[src/rtl/gpr_file_mp_pkg.sv]
// rtl/gpr_file_mp_pkg.sv - MIPS register definitions and register-file defaults.
package gpr_file_mp_pkg;

  localparam int GPR_DATA_W   = 32;
  localparam int GPR_NUM_REGS = 32;

  typedef enum logic [4:0] {
    ZERO, AT, V0, V1, A0, A1, A2, A3,
    T0, T1, T2, T3, T4, T5, T6, T7,
    S0, S1, S2, S3, S4, S5, S6, S7,
    T8, T9, K0, K1, GP, SP, FP, RA
  } MipsReg;

  typedef struct packed {
    logic                  en;
    logic [4:0]            addr;
    logic [GPR_DATA_W-1:0] data;
  } gpr_wr_port_t;

endpackage

[src/rtl/gpr_pending_counter.sv]
// rtl/gpr_pending_counter.sv - one pending-write counter slice with saturation and error flag.
module gpr_pending_counter
  import gpr_file_mp_pkg::*;
#(
  parameter int CNT_W = 2,
  parameter int IW    = 2
) (
  input  logic             clk,
  input  logic             rst,
  input  logic             flush_i,
  input  logic [IW-1:0]    inc_i,
  input  logic [IW-1:0]    dec_i,
  output logic [CNT_W-1:0] cnt_o,
  output logic             err_o
);

  // One spare sign bit plus headroom for a full burst of increments.
  localparam int SW = CNT_W + IW + 1;
  localparam logic [SW-1:0] MAX_V = SW'((1 << CNT_W) - 1);

  logic [CNT_W-1:0] cnt_q, cnt_d;
  logic [SW-1:0]    sum;
  logic             under, over;

  always_comb begin
    sum   = SW'(cnt_q) + SW'(inc_i) - SW'(dec_i);
    under = sum[SW-1];
    over  = !under && (sum > MAX_V);
    if (flush_i)    cnt_d = '0;
    else if (under) cnt_d = '0;
    else if (over)  cnt_d = MAX_V[CNT_W-1:0];
    else            cnt_d = sum[CNT_W-1:0];
  end

  always_ff @(posedge clk) begin
    if (rst) cnt_q <= '0;
    else     cnt_q <= cnt_d;
  end

  assign cnt_o = cnt_q;
  assign err_o = !flush_i && (under || over);

endmodule

[src/rtl/gpr_file_mp.sv]
// rtl/gpr_file_mp.sv - multi-port GPR file with write bypass and pending-write scoreboard.
module gpr_file_mp
  import gpr_file_mp_pkg::*;
#(
  parameter int DATA_W   = GPR_DATA_W,
  parameter int NUM_REGS = GPR_NUM_REGS,
  parameter int NUM_RD   = 4,
  parameter int NUM_WR   = 2,
  parameter int BYPASS   = 1,
  parameter int CNT_W    = 2,
  localparam int AW      = $clog2(NUM_REGS)
) (
  input  logic                           clk,
  input  logic                           rst,
  input  logic [NUM_RD-1:0][AW-1:0]      rd_addr,
  output logic [NUM_RD-1:0][DATA_W-1:0]  rd_data,
  output logic [NUM_RD-1:0]              rd_busy,
  input  logic [NUM_WR-1:0]              wr_en,
  input  logic [NUM_WR-1:0][AW-1:0]      wr_addr,
  input  logic [NUM_WR-1:0][DATA_W-1:0]  wr_data,
  input  logic [NUM_WR-1:0]              iss_en,
  input  logic [NUM_WR-1:0][AW-1:0]      iss_addr,
  input  logic                           flush,
  output logic                           sb_err
);

  localparam int IW = $clog2(NUM_WR + 1);
  localparam logic [AW-1:0] REG_ZERO = AW'(ZERO);

  logic [DATA_W-1:0]               regs_q [NUM_REGS];
  logic [DATA_W-1:0]               regs_d [NUM_REGS];
  logic [NUM_REGS-1:0][IW-1:0]     inc_cnt, dec_cnt;
  logic [NUM_REGS-1:0][CNT_W-1:0]  cnt;
  logic [NUM_REGS-1:0]             cnt_err;
  logic                            sb_err_q;

  // Ascending port loop: the younger (higher-index) write lands last and wins.
  always_comb begin
    regs_d  = regs_q;
    inc_cnt = '0;
    dec_cnt = '0;
    for (int w = 0; w < NUM_WR; w++) begin
      if (wr_en[w] && wr_addr[w] != REG_ZERO) begin
        regs_d[wr_addr[w]]  = wr_data[w];
        dec_cnt[wr_addr[w]] = dec_cnt[wr_addr[w]] + IW'(1);
      end
      if (iss_en[w] && !flush && iss_addr[w] != REG_ZERO)
        inc_cnt[iss_addr[w]] = inc_cnt[iss_addr[w]] + IW'(1);
    end
  end

  always_ff @(posedge clk) begin
    if (rst) begin
      for (int i = 0; i < NUM_REGS; i++) regs_q[i] <= '0;
    end else begin
      regs_q <= regs_d;
    end
  end

  assign cnt[0]     = '0;
  assign cnt_err[0] = 1'b0;

  for (genvar r = 1; r < NUM_REGS; r++) begin : g_cnt
    gpr_pending_counter #(.CNT_W(CNT_W), .IW(IW)) u_cnt (
      .clk     (clk),
      .rst     (rst),
      .flush_i (flush),
      .inc_i   (inc_cnt[r]),
      .dec_i   (dec_cnt[r]),
      .cnt_o   (cnt[r]),
      .err_o   (cnt_err[r])
    );
  end

  always_comb begin
    for (int p = 0; p < NUM_RD; p++) begin
      rd_data[p] = regs_q[rd_addr[p]];
      rd_busy[p] = cnt[rd_addr[p]] != '0;
      if (BYPASS != 0) begin
        for (int w = 0; w < NUM_WR; w++)
          if (wr_en[w] && wr_addr[w] == rd_addr[p]) rd_data[p] = wr_data[w];
        // This cycle's writes retire every outstanding write and nothing new is issued.
        if (inc_cnt[rd_addr[p]] == '0 && int'(cnt[rd_addr[p]]) == int'(dec_cnt[rd_addr[p]]))
          rd_busy[p] = 1'b0;
      end
      if (rst || rd_addr[p] == REG_ZERO) begin
        rd_data[p] = '0;
        rd_busy[p] = 1'b0;
      end
    end
  end

  always_ff @(posedge clk) begin
    if (rst)           sb_err_q <= 1'b0;
    else if (|cnt_err) sb_err_q <= 1'b1;
  end

  assign sb_err = sb_err_q;

endmodule

[config.mk]
export PLATFORM = sky130hd
export DESIGN_NAME = gpr_file_mp
export DESIGN_NICKNAME = d
export VERILOG_FILES = /design/src/rtl/gpr_file_mp_pkg.sv /design/src/rtl/gpr_pending_counter.sv /design/src/rtl/gpr_file_mp.sv
export SDC_FILE = /design/constraint.sdc
export NUM_CORES = 2
export LEC_CHECK = 0
export CAP_MARGIN = 15
export CORE_MARGIN = 1
export CORE_UTILIZATION = 25
export DETAILED_ROUTE_END_ITERATION = 16
export GPL_ROUTABILITY_DRIVEN = 1
export MAX_ROUTING_LAYER = met4
export PLACE_DENSITY = 0.36
export SLEW_MARGIN = 20
export SYNTH_ARGS = -nofsm -noshare
export SYNTH_HDL_FRONTEND = slang
export SYNTH_SLANG_ARGS = --single-unit
[constraint.sdc]
create_clock -name clk -period 7.1 [get_ports clk]
set_input_delay 2.13 -clock clk [delete_from_list [all_inputs] [get_ports clk]]
set_output_delay 2.13 -clock clk [all_outputs]
set_load 0.02 [all_outputs]
==> out/results.ini <==
[flow_run]
drv_cap = 0

[layout]
synthToLayoutAreaGrowth_pct = 27.4
layout_commonest_cell = nor2_1
drive_gt1_share_pct = 35.2
finalNonFillerCells = 14900
nNetsFinal = 10100
n_fill_cell = 37300
layout_common_cells = nor2_1 (1360), mux4_2 (1348), buf_4 (1215)

[critical_path]
rrSetupSlack_ns = 3.34
reg2reg_from = g_cnt[29].u_cnt.cnt_o[0]$_SDFF_PP0_
cp.arrival_ns = 5.26
required_ns = 4.97
cp-start-kind = input pin
reg2reg_depth = 15
setup.worst_path.end_class = output pin
worstSetupPathType = input pin to output pin
cp_max_fo = 6
r2r-end = sb_err$_SDFFE_PP0P_

[detailed_routing]
drt-total-wl_mm = 574
drt_iter0_drc = 11000
wl_per_cell_um = 38.7
ant_nets = 0
firstDrtPassIters = 8
viasPerCell = 6.02
route.detailed.drc = 0
vias = 89400

[global_route]
grt_max_degree = 196
grtUsageTotal_pct = 30.7
grt.busiest_layer = met2
grtUsageMet2_pct = 46.4
grt_overflow_total = 0
antenna_found_initial = 32
grt_pass1_wl_mm = 774
grt_pass1_vias = 86200
gr-usage-met3_pct = 6.14
use_met1_pct = 39.8

[sta]
fin_crit_ns = 7.39
max-slew-margin-rel_pct = 16.9
fin_worst_skew_ns = 0.0324
tns_ns = -1.01
finalSetupViolations = 4
tightest_slew_ns = 1.25
hold_violations = 0
setup_slack_ns = -0.291
timing.final.max_slew_violations = 0
final.period_utilization_pct = 104
fmax_ghz = 0.135
rsz0062_at_grt = true

[clocking]
numCtsBuffers = 154
cts_hold_buf = 0
cts-root-buf = clkbuf_16
cts_num_sinks = 1087
cts_tree = built
clk-insertion-delay-late_ns = 0.86
cts_max_path_buffers = 4
path_clk_slew_ns = 0.05
htree_levels = 4

[floorplanning]
die_w_um = 612
core_area_sq_um = 370000
rows = 223
initial_core_util_pct = 25.2
ios = 244
die_area_sq_um = 375000
fp.dieH_um = 612

[logic_synthesis]
synth-async-reset-ratio_pct = 0
synth_xor_area_share_pct = 0.443
yosys.area_share.simple_pct = 10.2
yosysSeqAreaShare_pct = 23.4
synth.ff_latch_count = 1087
synth-main-ff-cell = dfxtp_1
synth_edf_count = 0
synth_cells = 9088
synthAdderAreaFrac_pct = 3.00
synth_top_family_by_area = multiplexers
synthTopCellsByArea = mux4_2 (33%), dfxtp_1 (23%), mux2i_1 (11%)
netlist.top_cell.by_area = mux4_2
synth-warning-count = 0
avgSynthCellArea_sq_um = 10.2
syn_area_sq_um = 93000
yosys.area.top_type_share_pct = 32.6
synth_cell_types = 102
synth.mux.area_fraction_pct = 43.3
synth_nets = 9385
synth_compound_area_share_pct = 13.5

[power]
vdd_drop_max_mv = 0.168
switching_share_pct = 32.4
power.internal_uw = 12400
p_comb_share_pct = 21.4
switching_power_uw = 5930
leakage_uw = 0.0436
clock_power_share_pct = 43.5
p_total_uw = 18300
p_seq_share_pct = 35.1
pwr_density_cell_nw_per_um2 = 154

[hold_path]
holdCritPathClass = flop to flop
holdPathEnd = regs_q[1019]$_SDFF_PP0_
min_path_cells = 1
min_from = regs_q[1019]$_SDFF_PP0_

[place]
dp_cells = 14500
io_buffers = 243
place_congestion = 0.942
pre_cts_ws_ns = -1.19
dp_hpwl_mm = 381

[outcome]
status = finished with violations
violations = negative setup slack

how the worst max path moves through the flow:
stage / startpoint / endpoint / cells past startpoint
finish: iss_addr[3] / rd_busy[0] / 14
global route: wr_addr[2] / rd_busy[0] / 17
CTS: wr_addr[4] / rd_busy[1] / 15
detailed placement: wr_addr[1] / rd_busy[3] / 13
global placement: wr_addr[1] / rd_busy[3] / 13
floorplan: wr_addr[2] / rd_busy[1] / 10
repair_timing:
item | in CTS | in global routing
endpoints found under the hold margin | 0 | 0
pin swaps | 62 | 37
endpoints found under the setup margin | 126 | 55
setup buffers | 64 | 33
resized for setup | 523 | 115
gates cloned | 9 | 5
synth_stat cells, drive strengths merged, types with 45 or more instances:
cell / instances
a211oi: 1029
a21oi: 211
a311oi: 177
buf: 345
clkbuf: 851
dfxtp: 1087
fa: 62
ha: 124
inv: 270
mux2i: 982
mux4: 1348
nand2: 425
nand3: 138
nor2: 1398
nor2b: 45
nor3: 63
o21ai: 60
metal layers:
layer | part of all wire, % | routed length (um) | up-vias
li1 | - | - | 36700
met1 | 42 | 239000 | 46800
met2 | 45 | 259000 | 4920
met3 | 8.3 | 47900 | 955
met4 | 4.9 | 28400 | 0
met5 | 0 | 0 | -
state kept, by name (all words and copies together), names as in the netlist:
register and flops:
regs_q 1024, sb_err 1, g_cnt.u_cnt.cnt_o 62
critical path: stages:
cell,delay [ns]
clkdlybuf4s15_1,0.20
or3_4,0.42
nor4_4,0.35
a32o_2,0.33
nor2_2,0.12
nor2_1,0.33
a211oi_1,0.13
a21oi_1,0.31
and3_4,0.25
nor3_2,0.04
buf_4,0.15
a21oi_1,0.20
buf_4,0.18
buf_6,0.12
cell families after synthesis:
logic type,count (synthesis)
adder cells (fa/ha/maj),186
multiplexers,2341
buffers and inverters,1468
flip-flops,1087
AO/OA/AOI/OAI,1709
XOR/XNOR,47
AND/OR/NAND/NOR,2250
cell type report:
class	instances	area, sq um	area share (%)
timing repair buffer	1729	16900	14.3
multi-input combinational	6533	67700	57.1
inverter	272	1030	0.865
sequential	1087	21800	18.4
clock buffer	227	4410	3.72
tap	4950	6190	5.22
antenna	16	40.0	0.0338
clock inverter	39	455	0.384
power by group through the flow:
stage                     Combinational [uW]  Clock, uW  Sequential, uW
after global placement                  3660          0            6530
after detailed placement                3670          0            6530
final                                   3910       7960            6410
after global routing                    4040       8290            6430
after floorplan                         1890          0            6460
after CTS                               3830       8090            6400
stage by stage:
| step | hold WS [ns] | utilization, % | cell area [sq um] |
|---|---|---|---|
| 2_1_floorplan | 0.475 | - | 93000 |
| 3_3_place_gp | 0.486 | 29.9 | 110000 |
| 3_5_place_dp | 0.496 | 29.9 | 110000 |
| 4_1_cts | 0.504 | 31.8 | 118000 |
| 5_1_grt | 0.521 | 32.1 | 119000 |
| 6_report | 0.501 | 32.1 | 119000 |
Power figures use the tool's default switching activity.
